===== config.mk =====
export PLATFORM = sky130hd
export DESIGN_NAME = image_buffer
export DESIGN_NICKNAME = d
export VERILOG_FILES = /design/src/rtl/bnn_pkg.sv /design/src/rtl/image_buffer.sv
export SDC_FILE = /design/constraint.sdc
export NUM_CORES = 2
export LEC_CHECK = 0
export ABC_AREA = 1
export CAP_MARGIN = 10
export CORE_AREA = 2 2 358 360
export DETAILED_ROUTE_END_ITERATION = 12
export DIE_AREA = 0 0 360 362
export GPL_TIMING_DRIVEN = 0
export PLACE_DENSITY = 0.53
export SETUP_SLACK_MARGIN = 0.3
export SYNTH_ARGS = -nofsm -noshare
export SYNTH_HDL_FRONTEND = slang
export SYNTH_SLANG_ARGS = --single-unit

===== constraint.sdc =====
create_clock -name clk -period 4.4 [get_ports clk]
set_clock_uncertainty 0.1 [all_clocks]
set_input_delay 0.88 -clock clk [delete_from_list [all_inputs] [get_ports clk]]
set_output_delay 0.88 -clock clk [all_outputs]
set_load 0.01 [all_outputs]

===== src/rtl/bnn_pkg.sv =====
// -----------------------------------------------------------------------------
// bnn_pkg
// Shared definitions for the BNN image path: default image geometry and the
// state encoding used by the image buffer controller.
// -----------------------------------------------------------------------------
package bnn_pkg;

  // One bit per pixel; 900 pixels packed MSB-first into 113 bytes.
  localparam int IMG_BIT_SIZE_DEFAULT  = 900;
  localparam int IMG_BYTE_SIZE_DEFAULT = 113;

  // Bytes needed to carry a given number of pixel bits.
  function automatic int bytes_for_bits(input int bits);
    return (bits + 7) / 8;
  endfunction

  typedef enum logic [1:0] {
    S_EMPTY    = 2'd0,
    S_FILLING  = 2'd1,
    S_FULL     = 2'd2,
    S_CLEARING = 2'd3
  } buf_state_e;

endpackage : bnn_pkg


===== src/rtl/image_buffer.sv =====
// -----------------------------------------------------------------------------
// image_buffer
// Collects image bytes arriving from the SPI receive path and presents them
// as one flat bit vector to the BNN. Byte k lands in image_out MSB-first:
// byte k bit 7 is pixel 8k, i.e. image_out[IMG_BIT_SIZE-1-8k]. Pad bits of
// the last byte beyond IMG_BIT_SIZE never reach image_out.
//
// Ports
//   clk           system clock, rising edge
//   rst           synchronous active-high reset (priority over clear/wr_en)
//   wr_data[7:0]  incoming image byte
//   wr_en         one-cycle strobe per byte
//   clear         request buffer clear (wins over a same-cycle wr_en)
//   buffer_full   all IMG_BYTE_SIZE bytes held
//   buffer_empty  nothing held and not clearing
//   overflow      sticky: a write was attempted while full
//   byte_count    bytes held, 0..IMG_BYTE_SIZE
//   image_out     assembled image, MSB = first pixel
//   checksum[7:0] XOR of accepted bytes (only with IMAGE_BUFFER_CHECKSUM_EN)
//
// Build option: define IMAGE_BUFFER_CHECKSUM_EN to add the checksum output.
// -----------------------------------------------------------------------------
module image_buffer
  import bnn_pkg::*;
#(
  parameter int IMG_BIT_SIZE  = IMG_BIT_SIZE_DEFAULT,
  parameter int IMG_BYTE_SIZE = IMG_BYTE_SIZE_DEFAULT
) (
  input  logic                    clk,
  input  logic                    rst,
  input  logic [7:0]              wr_data,
  input  logic                    wr_en,
  input  logic                    clear,
  output logic                    buffer_full,
  output logic                    buffer_empty,
  output logic                    overflow,
  output logic [6:0]              byte_count,
  output logic [IMG_BIT_SIZE-1:0] image_out
`ifdef IMAGE_BUFFER_CHECKSUM_EN
  ,
  output logic [7:0]              checksum
`endif
);

  localparam logic [6:0] LAST_IDX = 7'(IMG_BYTE_SIZE - 1);

  buf_state_e state_q, state_d;

  logic [IMG_BYTE_SIZE-1:0][7:0] bytes_q;
  logic [6:0]                    count_q, count_d;
  logic                          overflow_q, overflow_d;
  logic                          wr_accept;
  logic                          wr_reject;
  logic                          unused_pad_bits;

  // ---------------------------------------------------------------------------
  // FSM: state register
  // ---------------------------------------------------------------------------
  always_ff @(posedge clk) begin
    if (rst) begin
      state_q <= S_EMPTY;
    end else begin
      state_q <= state_d;
    end
  end

  // ---------------------------------------------------------------------------
  // FSM: next-state logic. clear overrides everything and keeps re-entering
  // S_CLEARING while held.
  // ---------------------------------------------------------------------------
  always_comb begin
    state_d = state_q;
    if (clear) begin
      state_d = S_CLEARING;
    end else begin
      unique case (state_q)
        S_EMPTY: begin
          if (wr_en) begin
            state_d = (IMG_BYTE_SIZE == 1) ? S_FULL : S_FILLING;
          end
        end
        S_FILLING: begin
          if (wr_en && (count_q == LAST_IDX)) begin
            state_d = S_FULL;
          end
        end
        S_FULL:     state_d = S_FULL;
        S_CLEARING: state_d = S_EMPTY;
        default:    state_d = S_EMPTY;
      endcase
    end
  end

  // ---------------------------------------------------------------------------
  // FSM: outputs, decoded only from registered state
  // ---------------------------------------------------------------------------
  always_comb begin
    buffer_full  = (state_q == S_FULL);
    buffer_empty = (state_q == S_EMPTY);
    // A byte is stored only while there is room and no clear is pending;
    // a write is counted as overflow only when full and not being cleared.
    wr_accept    = wr_en && !clear &&
                   ((state_q == S_EMPTY) || (state_q == S_FILLING));
    wr_reject    = wr_en && !clear && (state_q == S_FULL);
  end

  // ---------------------------------------------------------------------------
  // Datapath next values
  // ---------------------------------------------------------------------------
  always_comb begin
    count_d    = count_q;
    overflow_d = overflow_q | wr_reject;
    if (state_q == S_CLEARING) begin
      count_d    = '0;
      overflow_d = 1'b0;
    end else if (wr_accept) begin
      count_d = count_q + 7'd1;
    end
  end

  always_ff @(posedge clk) begin
    if (rst) begin
      count_q    <= '0;
      overflow_q <= 1'b0;
    end else begin
      count_q    <= count_d;
      overflow_q <= overflow_d;
    end
  end

  // Byte storage: the accepted byte is written at the slot indexed by the
  // current count, so byte k is always the k-th byte since the last clear.
  always_ff @(posedge clk) begin
    if (rst) begin
      bytes_q <= '0;
    end else if (state_q == S_CLEARING) begin
      bytes_q <= '0;
    end else if (wr_accept) begin
      bytes_q[count_q] <= wr_data;
    end
  end

  // Static pixel wiring: pixel p is bit (7 - p%8) of byte p/8.
  for (genvar gi = 0; gi < IMG_BIT_SIZE; gi++) begin : g_pix
    assign image_out[IMG_BIT_SIZE-1-gi] = bytes_q[gi/8][7-(gi%8)];
  end

  // Pad bits of the last byte are stored but intentionally never used.
  assign unused_pad_bits = ^bytes_q;

  assign byte_count = count_q;
  assign overflow   = overflow_q;

  // ---------------------------------------------------------------------------
  // Optional running checksum over accepted bytes
  // ---------------------------------------------------------------------------
`ifdef IMAGE_BUFFER_CHECKSUM_EN
  logic [7:0] checksum_q, checksum_d;

  always_comb begin
    checksum_d = checksum_q;
    if (state_q == S_CLEARING) begin
      checksum_d = '0;
    end else if (wr_accept) begin
      checksum_d = checksum_q ^ wr_data;
    end
  end

  always_ff @(posedge clk) begin
    if (rst) begin
      checksum_q <= '0;
    end else begin
      checksum_q <= checksum_d;
    end
  end

  assign checksum = checksum_q;
`else
  // Checksum feature not built: no extra port or state.
`endif

endmodule : image_buffer


==> results.ini <==
[status]
status=completed

[critical_path]
crit-reg2reg-launch=byte_count[6]$_SDFFE_PP0P_
worstSetupEndpointType=flip-flop
r2r-end=image_out[12]$_SDFFE_PP0P_
cp.arrival_ps=3890
cp.required_ps=4930
path_delay_family=simple AND/OR/NAND/NOR gates
reg2reg_slack_ps=1040
critPathMaxFanout=9
critPathKind=flip-flop to flip-flop
critPathBufInv=1
crit_path_max_incr_delay_ps=950
start_kind=flip-flop
critical_path_depth=6
reg2reg_depth=6
critPathSlowestCell=nor2_2
cp_cell_sequence=nand2_1, nor2_2, nand3_2, inv_1, nand2_1, a21oi_1
critPathMostFrequentCell=nand2_1

[place]
portBuffers=913
dp_hpwl_mm=130
gp_congestion=0.885

[final_layout]
fillers=13200
utilization_pct=38.6
drive_above_1_share_pct=5.17
multi_input_area_um2=13000
final_common_cell=nand2_1
final_cell_mix=1374 x nand2_1, 913 x clkdlybuf4s50_1, 910 x dfxtp_1, 671 x nor2_1, 575 x a21oi_1
synthToLayoutAreaGrowth_pct=43.2
fin_nets=5764
register_area_um2=18200

[drt]
vias=34600
drt_iter0_drc=3074
dr.pass1.iters=7
detail_route.vias_per_cell=4.62
postRouteAntennaNets=0
drc=0
wl_mm=172
drt-wirelength-per-cell_um=23.0

[grt]
grt_first_pass_wirelength_mm=238
track_usage_pct=25.3
antenna_found_initial=16
grt_max_degree=15
grt_pass1_vias=31300
overflow=0

[power_and_ir_drop]
finalPower_w=0.0180
power_density_nw_per_um2=367
peakVddDrop_mv=0.274
p_leak_nw=18.8

[timing]
setup_viol=0
grt_setup_unrepaired=no
maxSlewViolCount=0
max_freq_ghz=0.298
min_period_ps=3360
hold_viol_final=0
finalCritPeriodShare_pct=76.4
relSlewSlack_pct=18.4
worst_slew_pin_slew_ps=1220
whs_ps=345

[synthesis]
synth_cell_types=21
synth_nets=4744
yosysWarnings=0
ys_seq_elements=910
yosysSeqAreaShare_pct=53.3
netlist_area_um2=34200
synth_cells=4726
synth_area_per_cell_um2=7.23

[worst_hold_path]
min_from=image_out[477]$_SDFFE_PP0P_
hold_class=flip-flop to flip-flop
hold_end=image_out[477]$_SDFFE_PP0P_
holdPathStages=2

[clock_tree]
cts_max_level=3
clock_insertion_delay_worst_skew_ps=720
cts_hold_buf=0
post-cts-setup-buffers=0
ctsRootBufferMaster=clkbuf_16
cts_buffers=101
cts.clk_slew.worst_paths_ps=60
clockBufferDepth=3
cts_resized=0
cts_tree=done
cts_num_sinks=910

[die]
start_util_pct=27.0
rows=131
io_pins=922
design.core.area_um2=127000
die-area_um2=130000
die_y_um=362
die_w_um=360

[run]
max_cap_viol_count=0

## synthesized netlist by cell type
| library cell | number | share of area [%] |
|---|---|---|
| buf_1 | 29 | 0.32 |
| nor2_1 | 671 | 7.4 |
| clkbuf_1 | 218 | 2.4 |
| nand3_1 | 154 | 2.3 |
| nor2_4 | 4 | 0.13 |
| buf_2 | 40 | 0.59 |
| dfxtp_1 | 910 | 53 |
| ha_1 | 6 | 0.22 |
| a21oi_2 | 1 | 0.026 |
| nand4_1 | 2 | 0.037 |
| nor3_2 | 3 | 0.088 |
| o21ai_0 | 200 | 2.9 |
| inv_1 | 456 | 5.0 |
| nor2_2 | 9 | 0.16 |
| nand3_2 | 37 | 1.1 |
| inv_2 | 19 | 0.21 |
| nand2_1 | 1374 | 15 |
| nand2_2 | 1 | 0.018 |
| nor3_1 | 12 | 0.18 |
| buf_4 | 5 | 0.11 |
| a21oi_1 | 575 | 8.4 |
## flip-flops by register name, summed over array words and instances, names as in the netlist
signal,flops
overflow,1
image_out,900
byte_count,7
state_q,2
## logic make-up (layout without fill, tap and decap cells)
logic type,Yosys count,after routing,share of synthesized area (%)
AND/OR/NAND/NOR,2267,2267,26.4
buffers and inverters,767,1867,8.63
AO/OA/AOI/OAI,776,776,11.4
adder cells (fa/ha/maj),6,6,0.220
other,0,10,0
flip-flops,910,910,53.3
## worst max path at each step
| stage | startpoint | slack [ps] | to |
|---|---|---|---|
| after global routing | rst | 810 | image_out[763]$_SDFFE_PP0P_ |
| after CTS | rst | 1010 | image_out[699]$_SDFFE_PP0P_ |
| final | byte_count[6]$_SDFFE_PP0P_ | 1040 | image_out[12]$_SDFFE_PP0P_ |
| after detailed placement | rst | 210 | image_out[699]$_SDFFE_PP0P_ |
| after global placement | rst | -280 | image_out[699]$_SDFFE_PP0P_ |
| after floorplan | clear | 2170 | image_out[705]$_SDFFE_PP0P_ |
## cell type report
cell class / count / area share (%)
clock inverter: 41 / 0.998
inverter: 475 / 3.65
buffer: 292 / 2.40
clock buffer: 142 / 5.99
timing repair buffer: 917 / 18.8
antenna: 10 / 0.0512
sequential: 910 / 37.2
tap: 1662 / 4.25
multi-input combinational: 3049 / 26.6
## report_power, final
part           switching (W)  internal, W  leakage, nW
Combinational       0.000714     0.000126         9.74
Clock                0.00374      0.00512         1.70
Sequential        0.00000891      0.00825         7.33
Total                0.00447       0.0135         18.8
## tightest hold or removal path, delay by kind of cell, from the launching register on
family | cells | cell delay (ps)
compound gates | 1 | 50
buf+inv | 1 | 50
flops | 1 | 310
## routing by layer
metal / GRT usage [%] / routed length [µm] / share of wire (%)
met1: 31.9 / 71600 / 42
met2: 41.1 / 79500 / 46
met3: 6.54 / 14700 / 8.5
met4: 10.3 / 6700 / 3.9
met5: 0 / 33 / 0.019
## through the flow
stage | TNS [ps] | setup WS (ps) | instance area (µm²) | cells
CTS | 0 | 1010 | 48900 | 7488
global placement | -5490 | -281 | 45400 | 7301
floorplan | 0 | 2170 | 34200 | 4726
global route | 0 | 805 | 48900 | 7488
detailed placement | 0 | 211 | 45500 | 7305
finish | 0 | 1040 | 48900 | 7498
Note: power is estimated with default switching activity, not from simulation.
